File: src/rtl/fir_pkg.sv
// Shared FIR driver definitions: widths, overflow codes, FSM states and the host config address map.
// Imported by fir_res_fifo and fir_stream_driver.
package fir_pkg;

   localparam int DW       = 8;
   localparam int MAX_TAPS = 16;

   localparam logic [1:0] OVF_NONE = 2'b00;
   localparam logic [1:0] OVF_POS  = 2'b01;
   localparam logic [1:0] OVF_NEG  = 2'b10;

   localparam logic [4:0] ADDR_TAPS    = 5'd0;
   localparam logic [4:0] ADDR_H_FIRST = 5'd1;
   localparam logic [4:0] ADDR_H_LAST  = 5'(MAX_TAPS);

   typedef enum logic [2:0] {
      ST_IDLE,
      ST_CFG_REQ,
      ST_CFG_DATA,
      ST_LAUNCH,
      ST_WAIT_LO,
      ST_WAIT_HI
   } state_t;

   typedef struct packed {
      logic [1:0]    ovf;
      logic [DW-1:0] data;
   } res_t;

endpackage

File: src/rtl/fir_res_fifo.sv
// Synchronous result FIFO; head is read straight from the storage registers, push visible the next cycle.
// Push is dropped when full unless a pop happens in the same cycle; pop on empty is ignored.
module fir_res_fifo
   import fir_pkg::*;
#(
   parameter int DEPTH = 4,
   parameter int W     = 10
) (
   input  logic                   clk,
   input  logic                   rst_n,
   input  logic                   push,
   input  logic [W-1:0]           push_data,
   input  logic                   pop,
   output logic [W-1:0]           head,
   output logic                   empty,
   output logic                   full,
   output logic [$clog2(DEPTH):0] count
);

   localparam int PW = $clog2(DEPTH);
   localparam int CW = PW + 1;

   logic [W-1:0]  mem [DEPTH];
   logic [PW-1:0] wr_ptr;
   logic [PW-1:0] rd_ptr;
   logic          do_push;
   logic          do_pop;

   assign do_pop  = pop && !empty;
   // When full, the slot being written is the one being popped, so a simultaneous push is safe.
   assign do_push = push && (!full || do_pop);

   always_ff @(posedge clk or negedge rst_n) begin
      if (!rst_n) begin
         wr_ptr <= '0;
         rd_ptr <= '0;
         count  <= '0;
         for (int i = 0; i < DEPTH; i++) begin
            mem[i] <= '0;
         end
      end else begin
         if (do_push) begin
            mem[wr_ptr] <= push_data;
            wr_ptr      <= wr_ptr + PW'(1);
         end
         if (do_pop) begin
            rd_ptr <= rd_ptr + PW'(1);
         end
         case ({do_push, do_pop})
            2'b10:   count <= count + CW'(1);
            2'b01:   count <= count - CW'(1);
            default: count <= count;
         endcase
      end
   end

   assign head  = mem[rd_ptr];
   assign empty = (count == '0);
   assign full  = (count == CW'(DEPTH));

endmodule

File: src/rtl/fir_stream_driver.sv
// FIR initiator: replays host coefficient shadow into the FIR, then streams samples under fir_done and buffers results.
// One sample per FIR cycle; smp_ready held low while config runs/pends or result FIFO lacks a slot. Option: FIR_DRV_OVF_CNT_EN.
module fir_stream_driver
   import fir_pkg::*;
#(
   parameter int RES_DEPTH = 4,
   parameter int TMO_CYC   = 64
) (
   input  logic          clk,
   input  logic          rst_n,
   input  logic          cfg_wr,
   input  logic [4:0]    cfg_addr,
   input  logic [DW-1:0] cfg_wdata,
   input  logic          cfg_start,
   output logic          cfg_busy,
   input  logic          smp_valid,
   output logic          smp_ready,
   input  logic [DW-1:0] smp_data,
   output logic          res_valid,
   input  logic          res_ready,
   output logic [DW-1:0] res_data,
   output logic [1:0]    res_ovf,
   output logic          tmo_err,
   output logic [DW-1:0] fir_data_in,
   output logic          fir_enable,
   output logic          fir_configuration,
   output logic          fir_config_data_enable,
   input  logic [DW-1:0] fir_data_out,
   input  logic [1:0]    fir_overflow_flag,
   input  logic          fir_done
`ifdef FIR_DRV_OVF_CNT_EN
   ,
   output logic [15:0]   ovf_pos_cnt,
   output logic [15:0]   ovf_neg_cnt
`endif
);

   localparam int CW = $clog2(RES_DEPTH) + 1;
   localparam int TW = $clog2(TMO_CYC);

   state_t        state;
   state_t        state_nxt;
   logic [3:0]    tap_code;
   logic [DW-1:0] coef [MAX_TAPS];
   logic [4:0]    byte_idx;
   logic [DW-1:0] data_q;
   logic          cfg_pend;
   logic          run;
   logic [TW-1:0] tmo_cnt;
   logic          tmo_q;

   logic          cfg_take;
   logic          smp_xfer;
   logic          res_push;
   logic          tmo_hit;
   logic          tmo_expired;
   logic          last_byte;
   logic          in_flight;
   logic          fifo_room;
   logic          fifo_empty;
   logic          fifo_full;
   logic [CW-1:0] fifo_cnt;
   res_t          fifo_head;
   res_t          push_word;

   assign in_flight   = (state == ST_LAUNCH) || (state == ST_WAIT_LO) || (state == ST_WAIT_HI);
   assign fifo_room   = !fifo_full && ((fifo_cnt + CW'(in_flight)) < CW'(RES_DEPTH));
   assign last_byte   = (byte_idx == (5'(tap_code) + 5'd1));
   assign tmo_expired = (tmo_cnt == TW'(TMO_CYC - 1));

   always_ff @(posedge clk or negedge rst_n) begin
      if (!rst_n) begin
         state <= ST_IDLE;
      end else begin
         state <= state_nxt;
      end
   end

   always_comb begin
      state_nxt              = state;
      cfg_take               = 1'b0;
      smp_xfer               = 1'b0;
      res_push               = 1'b0;
      tmo_hit                = 1'b0;
      smp_ready              = 1'b0;
      cfg_busy               = 1'b0;
      fir_enable             = 1'b0;
      fir_configuration      = 1'b0;
      fir_config_data_enable = 1'b0;
      case (state)
         ST_IDLE: begin
            // run keeps smp_ready low while reset is asserted, even with fir_done high.
            smp_ready = run && fir_done && fifo_room && !cfg_pend && !cfg_start;
            if (cfg_start || cfg_pend) begin
               cfg_take  = 1'b1;
               state_nxt = ST_CFG_REQ;
            end else if (smp_valid && smp_ready) begin
               smp_xfer  = 1'b1;
               state_nxt = ST_LAUNCH;
            end
         end
         ST_CFG_REQ: begin
            cfg_busy          = 1'b1;
            fir_configuration = 1'b1;
            state_nxt         = ST_CFG_DATA;
         end
         ST_CFG_DATA: begin
            cfg_busy               = 1'b1;
            fir_config_data_enable = 1'b1;
            if (last_byte) begin
               state_nxt = ST_IDLE;
            end
         end
         ST_LAUNCH: begin
            fir_enable = 1'b1;
            state_nxt  = ST_WAIT_LO;
         end
         ST_WAIT_LO: begin
            if (tmo_expired) begin
               tmo_hit   = 1'b1;
               state_nxt = ST_IDLE;
            end else if (!fir_done) begin
               state_nxt = ST_WAIT_HI;
            end
         end
         ST_WAIT_HI: begin
            if (fir_done) begin
               res_push  = 1'b1;
               state_nxt = ST_IDLE;
            end else if (tmo_expired) begin
               tmo_hit   = 1'b1;
               state_nxt = ST_IDLE;
            end
         end
         default: state_nxt = ST_IDLE;
      endcase
   end

   // fir_data_in is a register so it holds the last sample or config byte between transfers.
   always_ff @(posedge clk or negedge rst_n) begin
      if (!rst_n) begin
         run      <= 1'b0;
         data_q   <= '0;
         byte_idx <= '0;
         cfg_pend <= 1'b0;
         tmo_cnt  <= '0;
         tmo_q    <= 1'b0;
      end else begin
         run <= 1'b1;
         if (smp_xfer) begin
            data_q <= smp_data;
         end else if (state == ST_CFG_REQ) begin
            data_q   <= DW'(tap_code);
            byte_idx <= '0;
         end else if ((state == ST_CFG_DATA) && !last_byte) begin
            data_q   <= coef[byte_idx[3:0]];
            byte_idx <= byte_idx + 5'd1;
         end

         if (cfg_take) begin
            cfg_pend <= 1'b0;
         end else if (cfg_start && in_flight) begin
            cfg_pend <= 1'b1;
         end

         if (state == ST_LAUNCH) begin
            tmo_cnt <= '0;
         end else if ((state == ST_WAIT_LO) || (state == ST_WAIT_HI)) begin
            tmo_cnt <= tmo_cnt + TW'(1);
         end

         if (cfg_take) begin
            tmo_q <= 1'b0;
         end else if (tmo_hit) begin
            tmo_q <= 1'b1;
         end
      end
   end

   // Shadow writes are locked out during replay so the FIR sees one consistent coefficient set.
   always_ff @(posedge clk or negedge rst_n) begin
      if (!rst_n) begin
         tap_code <= '0;
         for (int i = 0; i < MAX_TAPS; i++) begin
            coef[i] <= '0;
         end
      end else if (cfg_wr && !cfg_busy) begin
         if (cfg_addr == ADDR_TAPS) begin
            tap_code <= cfg_wdata[3:0];
         end else if (cfg_addr <= ADDR_H_LAST) begin
            coef[4'(cfg_addr - ADDR_H_FIRST)] <= cfg_wdata;
         end
      end
   end

   assign push_word = {fir_overflow_flag, fir_data_out};

   fir_res_fifo #(
      .DEPTH (RES_DEPTH),
      .W     ($bits(res_t))
   ) u_res_fifo (
      .clk       (clk),
      .rst_n     (rst_n),
      .push      (res_push),
      .push_data (push_word),
      .pop       (res_valid && res_ready),
      .head      (fifo_head),
      .empty     (fifo_empty),
      .full      (fifo_full),
      .count     (fifo_cnt)
   );

   assign res_valid   = !fifo_empty;
   assign res_data    = fifo_head.data;
   assign res_ovf     = fifo_head.ovf;
   assign fir_data_in = data_q;
   assign tmo_err     = tmo_q;

`ifdef FIR_DRV_OVF_CNT_EN
   always_ff @(posedge clk or negedge rst_n) begin
      if (!rst_n) begin
         ovf_pos_cnt <= '0;
         ovf_neg_cnt <= '0;
      end else if (cfg_take) begin
         ovf_pos_cnt <= '0;
         ovf_neg_cnt <= '0;
      end else if (res_push) begin
         if ((fir_overflow_flag == OVF_POS) && (ovf_pos_cnt != 16'hFFFF)) begin
            ovf_pos_cnt <= ovf_pos_cnt + 16'd1;
         end
         if ((fir_overflow_flag == OVF_NEG) && (ovf_neg_cnt != 16'hFFFF)) begin
            ovf_neg_cnt <= ovf_neg_cnt + 16'd1;
         end
      end
   end
`endif

endmodule

File: config.mk
export PLATFORM = sky130hd
export DESIGN_NAME = fir_stream_driver
export DESIGN_NICKNAME = d
export VERILOG_FILES = /design/src/rtl/fir_pkg.sv /design/src/rtl/fir_res_fifo.sv /design/src/rtl/fir_stream_driver.sv
export SDC_FILE = /design/constraint.sdc
export NUM_CORES = 1
export LEC_CHECK = 0
export ABC_AREA = 1
export BUFFER_PORTS_ARGS = -buffer_cell sky130_fd_sc_hd__buf_4
export CORE_MARGIN = 4
export CORE_UTILIZATION = 65
export DETAILED_ROUTE_END_ITERATION = 12
export PLACE_DENSITY = 0.83
export SYNTH_ARGS = -nofsm -noshare
export SYNTH_HDL_FRONTEND = slang
export SYNTH_HIERARCHICAL = 1
export SYNTH_SLANG_ARGS = --single-unit
File: constraint.sdc
create_clock -name clk -period 3.91 [get_ports clk]
set_clock_uncertainty 0.15 [all_clocks]
set_input_delay 0.5865 -clock clk [delete_from_list [all_inputs] [get_ports clk]]
set_output_delay 0.5865 -clock clk [all_outputs]
set_load 0.005 [all_outputs]
==> results of run 1 <==
## sequential cells by signal, summed over array words and instances, names as in the netlist
signal             flops
coef                 128
u_res_fifo/mem        40
fir_data_in            8
tmo_cnt                6
byte_idx               5
tap_code               4
state                  3
u_res_fifo/count       3
u_res_fifo/rd_ptr      2
u_res_fifo/wr_ptr      2
cfg_pend               1
run                    1
tmo_err                1
## synth_stat cells, types with 3 or more instances
| library cell | n |
|---|---|
| nand3_2 | 7 |
| o21ai_2 | 44 |
| clkbuf_1 | 22 |
| o22ai_1 | 10 |
| nand4_1 | 44 |
| a21oi_1 | 10 |
| nand2_4 | 3 |
| xnor2_1 | 4 |
| inv_2 | 6 |
| o21ai_0 | 54 |
| nand2_1 | 444 |
| nor2_4 | 5 |
| buf_4 | 3 |
| nand2_2 | 11 |
| nand3_4 | 13 |
| ha_1 | 8 |
| buf_8 | 4 |
| nor2_1 | 112 |
| dfrtp_1 | 204 |
| buf_1 | 7 |
| inv_1 | 105 |
| nor2_2 | 3 |
| nor3_1 | 4 |
| buf_6 | 8 |
| o21ai_1 | 82 |
| buf_2 | 25 |
| nand3b_1 | 10 |
| nand3_1 | 68 |
| xor2_1 | 5 |
## through the flow
step | power [mW] | hold slack (ns) | setup WS [ns]
after floorplan | 5.64 | 0.141 | 1.65
after global placement | 6.47 | 0.299 | 1.39
after detailed placement | 6.61 | 0.304 | 1.35
after CTS | 8.77 | 0.0574 | 0.877
after global routing | 9.42 | 0.0836 | 0.652
final | 8.79 | -0.0245 | 0.851
## logic make-up after synthesis
family | Yosys count
adders and majority gates | 9
AOI/OAI and AO/OA | 204
buffers and inverters | 184
DFF | 204
xor gates and xnor gates | 9
other | 1
muxes | 1
and+or+nand+nor | 732
## cell type report
type                       instances  share of cell area (%)
sequential                       204                    42.9
tap                              216                    2.27
clock buffer                      33                    5.57
timing repair buffer              73                    4.76
clock inverter                     6                   0.673
inverter                         114                    3.62
multi-input combinational        956                    40.2
## where the power goes
part / switching (mW) / internal (mW)
Combinational: 2.12 / 1.23
Sequential: 0.504 / 2.83
Clock: 0.815 / 1.30
## layer usage
layer / GRT usage, % / wire length [um] / vias up
li1: - / - / 4397
met1: 42.7 / 11300 / 4389
met2: 47.9 / 12800 / 440
met3: 4.26 / 2230 / 52
met4: 6.77 / 583 / 0
met5: 0 / 0 / -
## path summary, 6_finish.rpt
kind | end | cells past startpoint | slack (ns)
worst max-delay path | smp_ready | 7 | 0.85
worst min-delay path | coef[55]$_DFFE_PN0P_ | 1 | -0.02
worst max register to register | fir_data_in[3]$_DFFE_PN0P_ | 13 | 1.40
worst min register to register | u_res_fifo/mem[17]$_DFFE_PN0P_ | 2 | 0.32
max in group asynchronous | coef[26]$_DFFE_PN0P_ | 2 | 2.67
min in group clk | state[0]$_DFFE_PN0P_ | 4 | 0.21
==> metrics.csv, run 1 <==
stage,metric,value,unit
status,status,"finished, violations left",
status,violated checks,negative hold slack,
critical_path,CP arrival,2.32,ns
clocking,clock sink count,204,
synth,Post-Synth XOR/XNOR Area,0.734,%
critical_path,Most common cell on crit path,nand2_1,
critical_path,"slowest stage delay, CP",0.47,ns
layout,Diodes inserted,0,
grt,Total Routing Usage GR,29.6,%
clocking,TritonCTS clock tree,built,
synth,mean post-synth cell area,7.99,um2
critical_path,Setup crit end kind,output pin,
clocking,"Reg clk slew, reported paths",0.06,ns
timing,final count of hold timing violations,13,
timing,Final min period,3.06,ns
timing,max-slew violation count,0,
floorplan,Initial Util,66.9,%
placement,Post-DP HPWL,16.9,mm
flow_run,Max Cap Viol,0,
grt,initial antenna violation count,0,
layout,"most common cell after layout, fill and taps aside",nand2_1,
synth,mapped cell area,10700,um2
synth,main combinational cell family by area after synthesis,simple AND/OR/NAND/NOR gates,
grt,grt ovf,0,
grt,pin count of the biggest net entering global routing,97,
critical_path,critical path class,flip-flop to output pin,
synth,Yosys top cell area share,47.5,%
floorplan,I/O pin count,63,
synth,simple-gate share of the synthesized area,31.3,%
timing,total negative slack,0,ns
synth,post-synthesis net count,1391,
route,wire per inst,16.7,um
route,drt drc,0,
floorplan,row cnt,46,
timing,Final Setup Violations,0,
layout,"non-filler cells, final",1602,
route,initial DRC count,899,
timing,WHS,-0.0245,ns
placement,Post-DP Area,11200,um2
clocking,"Clk Latency, worst-skew pair",0.50,ns
worst_hold_path,min-delay worst type,input pin to async pin,
synth,register area share after synthesis,47.5,%
synth,Yosys warnings,6,
timing,Tcrit/Tclk final,78.2,%
floorplan,Core ar.,16100,um2
pwr,Leakage,5.99,nW
layout,layout cells sized above 1,15.2,%
critical_path,CP Launch Point,state[1]$_DFFE_PN0P_,
pwr,total power per unit cell area,738,nW/um2
synth,number of synthesized flops with an enable pin,0,
timing,Worst Max-Slew Pin Slew,0.932,ns
clocking,CTS root buf,clkbuf_16,
layout,FF/Latch Area,5110,um2
synth,Synth async-reset ratio,100,%
floorplan,Die Ht,137,um
clocking,Post-CTS Hold Buffers,0,
layout,most frequent cells in the layout,"nand2_1 (444), dfrtp_1 (203), nor2_1 (112), inv_1 (105), o21ai_1 (82)",
critical_path,crit path cell chain,"inv_1, nand2_1, nand2_1, nand3b_1, nand2_1, nor3_2, buf_4",
synth,synth top area cells,"dfrtp_1 (48%), nand2_1 (16%), nor2_1 (3.9%)",
critical_path,CP required,3.17,ns
synth,Syn Inst Count,1344,
synth,post-synthesis mux area share,0.0932,%
floorplan,Die Width,137,um
critical_path,largest delay contributor family on the critical path,simple AND/OR/NAND/NOR gates,
layout,Fillers,1178,
timing,Highest Clock Rate,0.327,GHz
critical_path,r2r startpoint,byte_idx[0]$_DFFE_PN0P_,
grt,number of global-route vias before repair,8694,
synth,number of synthesized register bits,204,
clocking,maximum root-to-sink buffer count,3,
synth,Synth Area in Compound Gates,11.3,%
clocking,clock buffer count from CTS,22,
critical_path,CP Max Fanout,9,
route,routed wire length,26.8,mm
route,antenna-violating nets left,0,
synth,post-synth top area cell,dfrtp_1,
layout,design area,11900,um2
synth,Main synth FF type,dfrtp_1,
critical_path,crit start category,flip-flop,
route,Initial DRT Pass Iterations,5,
synth,Netlist cell types,43,
layout,Final Net Count,1418,
layout,final core occ,74.1,%
route,vias per std cell,5.79,
critical_path,Critical path buffers and inverters,2,
placement,dpl cells,1563,
layout,P&R area growth vs syn,10.8,%
placement,RD Place Congestion,0.897,
pwr,Peak VDD IR,0.533,mV
placement,I/O Buffers,62,
clocking,# resized after CTS,0,
floorplan,DIE AREA,18700,um2
synth,adder-cell share of the synthesized area,1.12,%
layout,multi-input logic area,4790,um2
grt,global-route wire length before repair,44.2,mm
clocking,H-tree Lvls,1,
route,via count,9278,
clocking,postcts setup bufs,0,
critical_path,Slowest cell on crit path,nor3_2,
timing,setup repair after global routing missed its margin,false,
timing,Slew HR,37.8,%
Note: power is estimated with default switching activity, not from simulation.
==> inputs of run 2 (changes only) <==
--- a/config.mk
+++ b/config.mk
@@ -8,9 +8,9 @@
 export ABC_AREA = 1
 export BUFFER_PORTS_ARGS = -buffer_cell sky130_fd_sc_hd__buf_4
 export CORE_MARGIN = 4
-export CORE_UTILIZATION = 65
+export CORE_UTILIZATION = 61
 export DETAILED_ROUTE_END_ITERATION = 12
-export PLACE_DENSITY = 0.83
+export PLACE_DENSITY = 0.79
 export SYNTH_ARGS = -nofsm -noshare
 export SYNTH_HDL_FRONTEND = slang
 export SYNTH_HIERARCHICAL = 1
==> constraint.sdc (replaced) <==
create_clock -name clk -period 3 [get_ports clk]
set_clock_uncertainty 0.15 [all_clocks]
set_input_delay 0.45 -clock clk [delete_from_list [all_inputs] [get_ports clk]]
set_output_delay 0.45 -clock clk [all_outputs]
set_load 0.005 [all_outputs]
==> run 2 against run 1 <==
Effect of this change:
- the run now ends clean
- total power increased by 31%
- critical path depth unchanged
- sequential power is 30% higher
- clock-buffer cell count grew 1
- first-iteration DRC count rose by 6.3%
- utilization shrank 4.9 points
- wire length decreased by 1.7%
- design area is 0.63% higher
==> metrics.csv, run 2 (synthesized netlist as in run 1, its figures left out) <==
stage,metric,value,unit
pwr,Peak VDD IR,0.568,mV
route,antenna-violating nets left,0,
timing,Final Setup Violations,0,
worst_hold_path,min-delay worst type,input pin to flip-flop,
critical_path,CP arrival,1.95,ns
flow_run,Max Cap Viol,0,
pwr,total power per unit cell area,960,nW/um2
clocking,TritonCTS clock tree,built,
layout,most frequent cells in the layout,"nand2_1 (444), dfrtp_1 (203), nor2_1 (112), inv_1 (105), o21ai_1 (82)",
critical_path,crit start category,flip-flop,
clocking,maximum root-to-sink buffer count,3,
layout,multi-input logic area,4790,um2
critical_path,Setup crit end kind,output pin,
floorplan,Die Ht,141,um
pwr,Gate power share,37.7,%
placement,I/O Buffers,62,
pwr,NetSw,4.44,mW
timing,Slew HR,38.0,%
timing,Highest Clock Rate,0.392,GHz
critical_path,CP required,2.40,ns
floorplan,Initial Util,62.1,%
grt,number of global-route vias before repair,8597,
timing,WHS,0.0765,ns
critical_path,Critical path buffers and inverters,2,
route,Initial DRT Pass Iterations,5,
clocking,H-tree Lvls,1,
clocking,# resized after CTS,0,
pwr,Sequential Power Share,37.7,%
grt,grt ovf,0,
layout,layout cells sized above 1,15.1,%
layout,final core occ,69.3,%
critical_path,critical path class,flip-flop to output pin,
timing,Tcrit/Tclk final,85.0,%
floorplan,I/O pin count,63,
critical_path,Most common cell on crit path,nand2_1,
clocking,"Clk Latency, worst-skew pair",0.50,ns
critical_path,"slowest stage delay, CP",0.43,ns
route,via count,9055,
placement,RD Place Congestion,0.893,
critical_path,Slowest cell on crit path,dfrtp_1,
clocking,Post-CTS Hold Buffers,1,
timing,total negative slack,0,ns
timing,final count of hold timing violations,0,
floorplan,row cnt,48,
pwr,sw frac,38.6,%
layout,P&R area growth vs syn,11.5,%
clocking,"Reg clk slew, reported paths",0.06,ns
layout,max reg flops,128,
layout,FF/Latch Area,5110,um2
pwr,Leakage,6.01,nW
grt,initial antenna violation count,0,
floorplan,Core ar.,17300,um2
route,routed wire length,26.4,mm
clocking,postcts setup bufs,0,
placement,Post-DP HPWL,16.9,mm
grt,global-route wire length before repair,43.8,mm
layout,"most common cell after layout, fill and taps aside",nand2_1,
floorplan,DIE AREA,19800,um2
layout,Largest Register,coef,
clocking,clock buffer count from CTS,22,
grt,pin count of the biggest net entering global routing,86,
pwr,P_int,7.06,mW
clocking,clock sink count,204,
clocking,CTS root buf,clkbuf_16,
route,drt drc,0,
timing,Final min period,2.55,ns
status,status,finished clean,
critical_path,CP Max Fanout,6,
critical_path,largest delay contributor family on the critical path,simple AND/OR/NAND/NOR gates,
route,vias per std cell,5.61,
floorplan,Die Width,141,um
critical_path,crit path cell chain,"inv_1, nand2_1, nand2_1, nand3b_1, nand2_1, nor3_2, buf_4",
pwr,clock share of power,24.6,%
layout,Final Net Count,1421,
timing,Worst Max-Slew Pin Slew,0.929,ns
timing,max-slew violation count,0,
layout,Diodes inserted,0,
timing,setup repair after global routing missed its margin,false,
grt,Total Routing Usage GR,26.9,%
layout,Fillers,1428,
route,wire per inst,16.3,um
route,initial DRC count,956,
-- run 2: metrics by stage --
step	area, um2	setup WS [ns]	std cells	power (mW)
final	12000	0.451	1614	11.5
after global routing	12000	0.316	1614	12.3
after CTS	12000	0.468	1614	11.5
after detailed placement	11200	0.685	1574	8.62
after global placement	11200	0.760	1574	8.46
after floorplan	10700	0.741	1344	7.35
-- run 2: final timing paths --
check | from | to | slack, ns | cells past startpoint
worst min-delay path | fir_done | state[0]$_DFFE_PN0P_ | 0.08 | 4
max in group asynchronous | rst_n | u_res_fifo/mem[35]$_DFFE_PN0P_ | 1.62 | 3
worst max-delay path | state[1]$_DFFE_PN0P_ | smp_ready | 0.45 | 7
min in group asynchronous | rst_n | coef[34]$_DFFE_PN0P_ | 0.33 | 2
worst max register to register | state[1]$_DFFE_PN0P_ | fir_data_in[6]$_DFFE_PN0P_ | 0.70 | 9
worst min register to register | u_res_fifo/mem[20]$_DFFE_PN0P_ | u_res_fifo/mem[20]$_DFFE_PN0P_ | 0.31 | 2
-- run 2: final cells by class --
class | instances | area share, %
Sequential cell | 204 | 42.6
Multi-Input combinational cell | 956 | 40.0
Clock buffer | 34 | 5.48
Timing Repair Buffer | 76 | 5.15
Inverter | 114 | 3.59
Tap cell | 225 | 2.35
Clock inverter | 5 | 0.836
-- run 2: tightest hold or removal path, cell delays in order --
cell and delay [ns]:
buf_4 0.09, nor2_1 0.05, nand2_1 0.05, nand2_1 0.05
-- run 2: metal layers --
metal  part of all wire (%)  up-vias  global-route usage (%)
met5                      0        -                       0
met4                    2.4        0                    7.45
met3                    6.7       56                    3.87
met2                     47      345                    42.6
met1                     44     4255                    39.0
li1                       -     4399                       -
-- run 2: power groups by stage --
| stage | combinational, mW | clock (mW) | sequential (mW) |
|---|---|---|---|
| after global placement | 4.15 | 0 | 4.32 |
| final | 4.34 | 2.83 | 4.34 |
| after global routing | 4.91 | 2.99 | 4.44 |
| after detailed placement | 4.28 | 0 | 4.34 |
| after CTS | 4.33 | 2.88 | 4.31 |
| after floorplan | 3.20 | 0 | 4.16 |
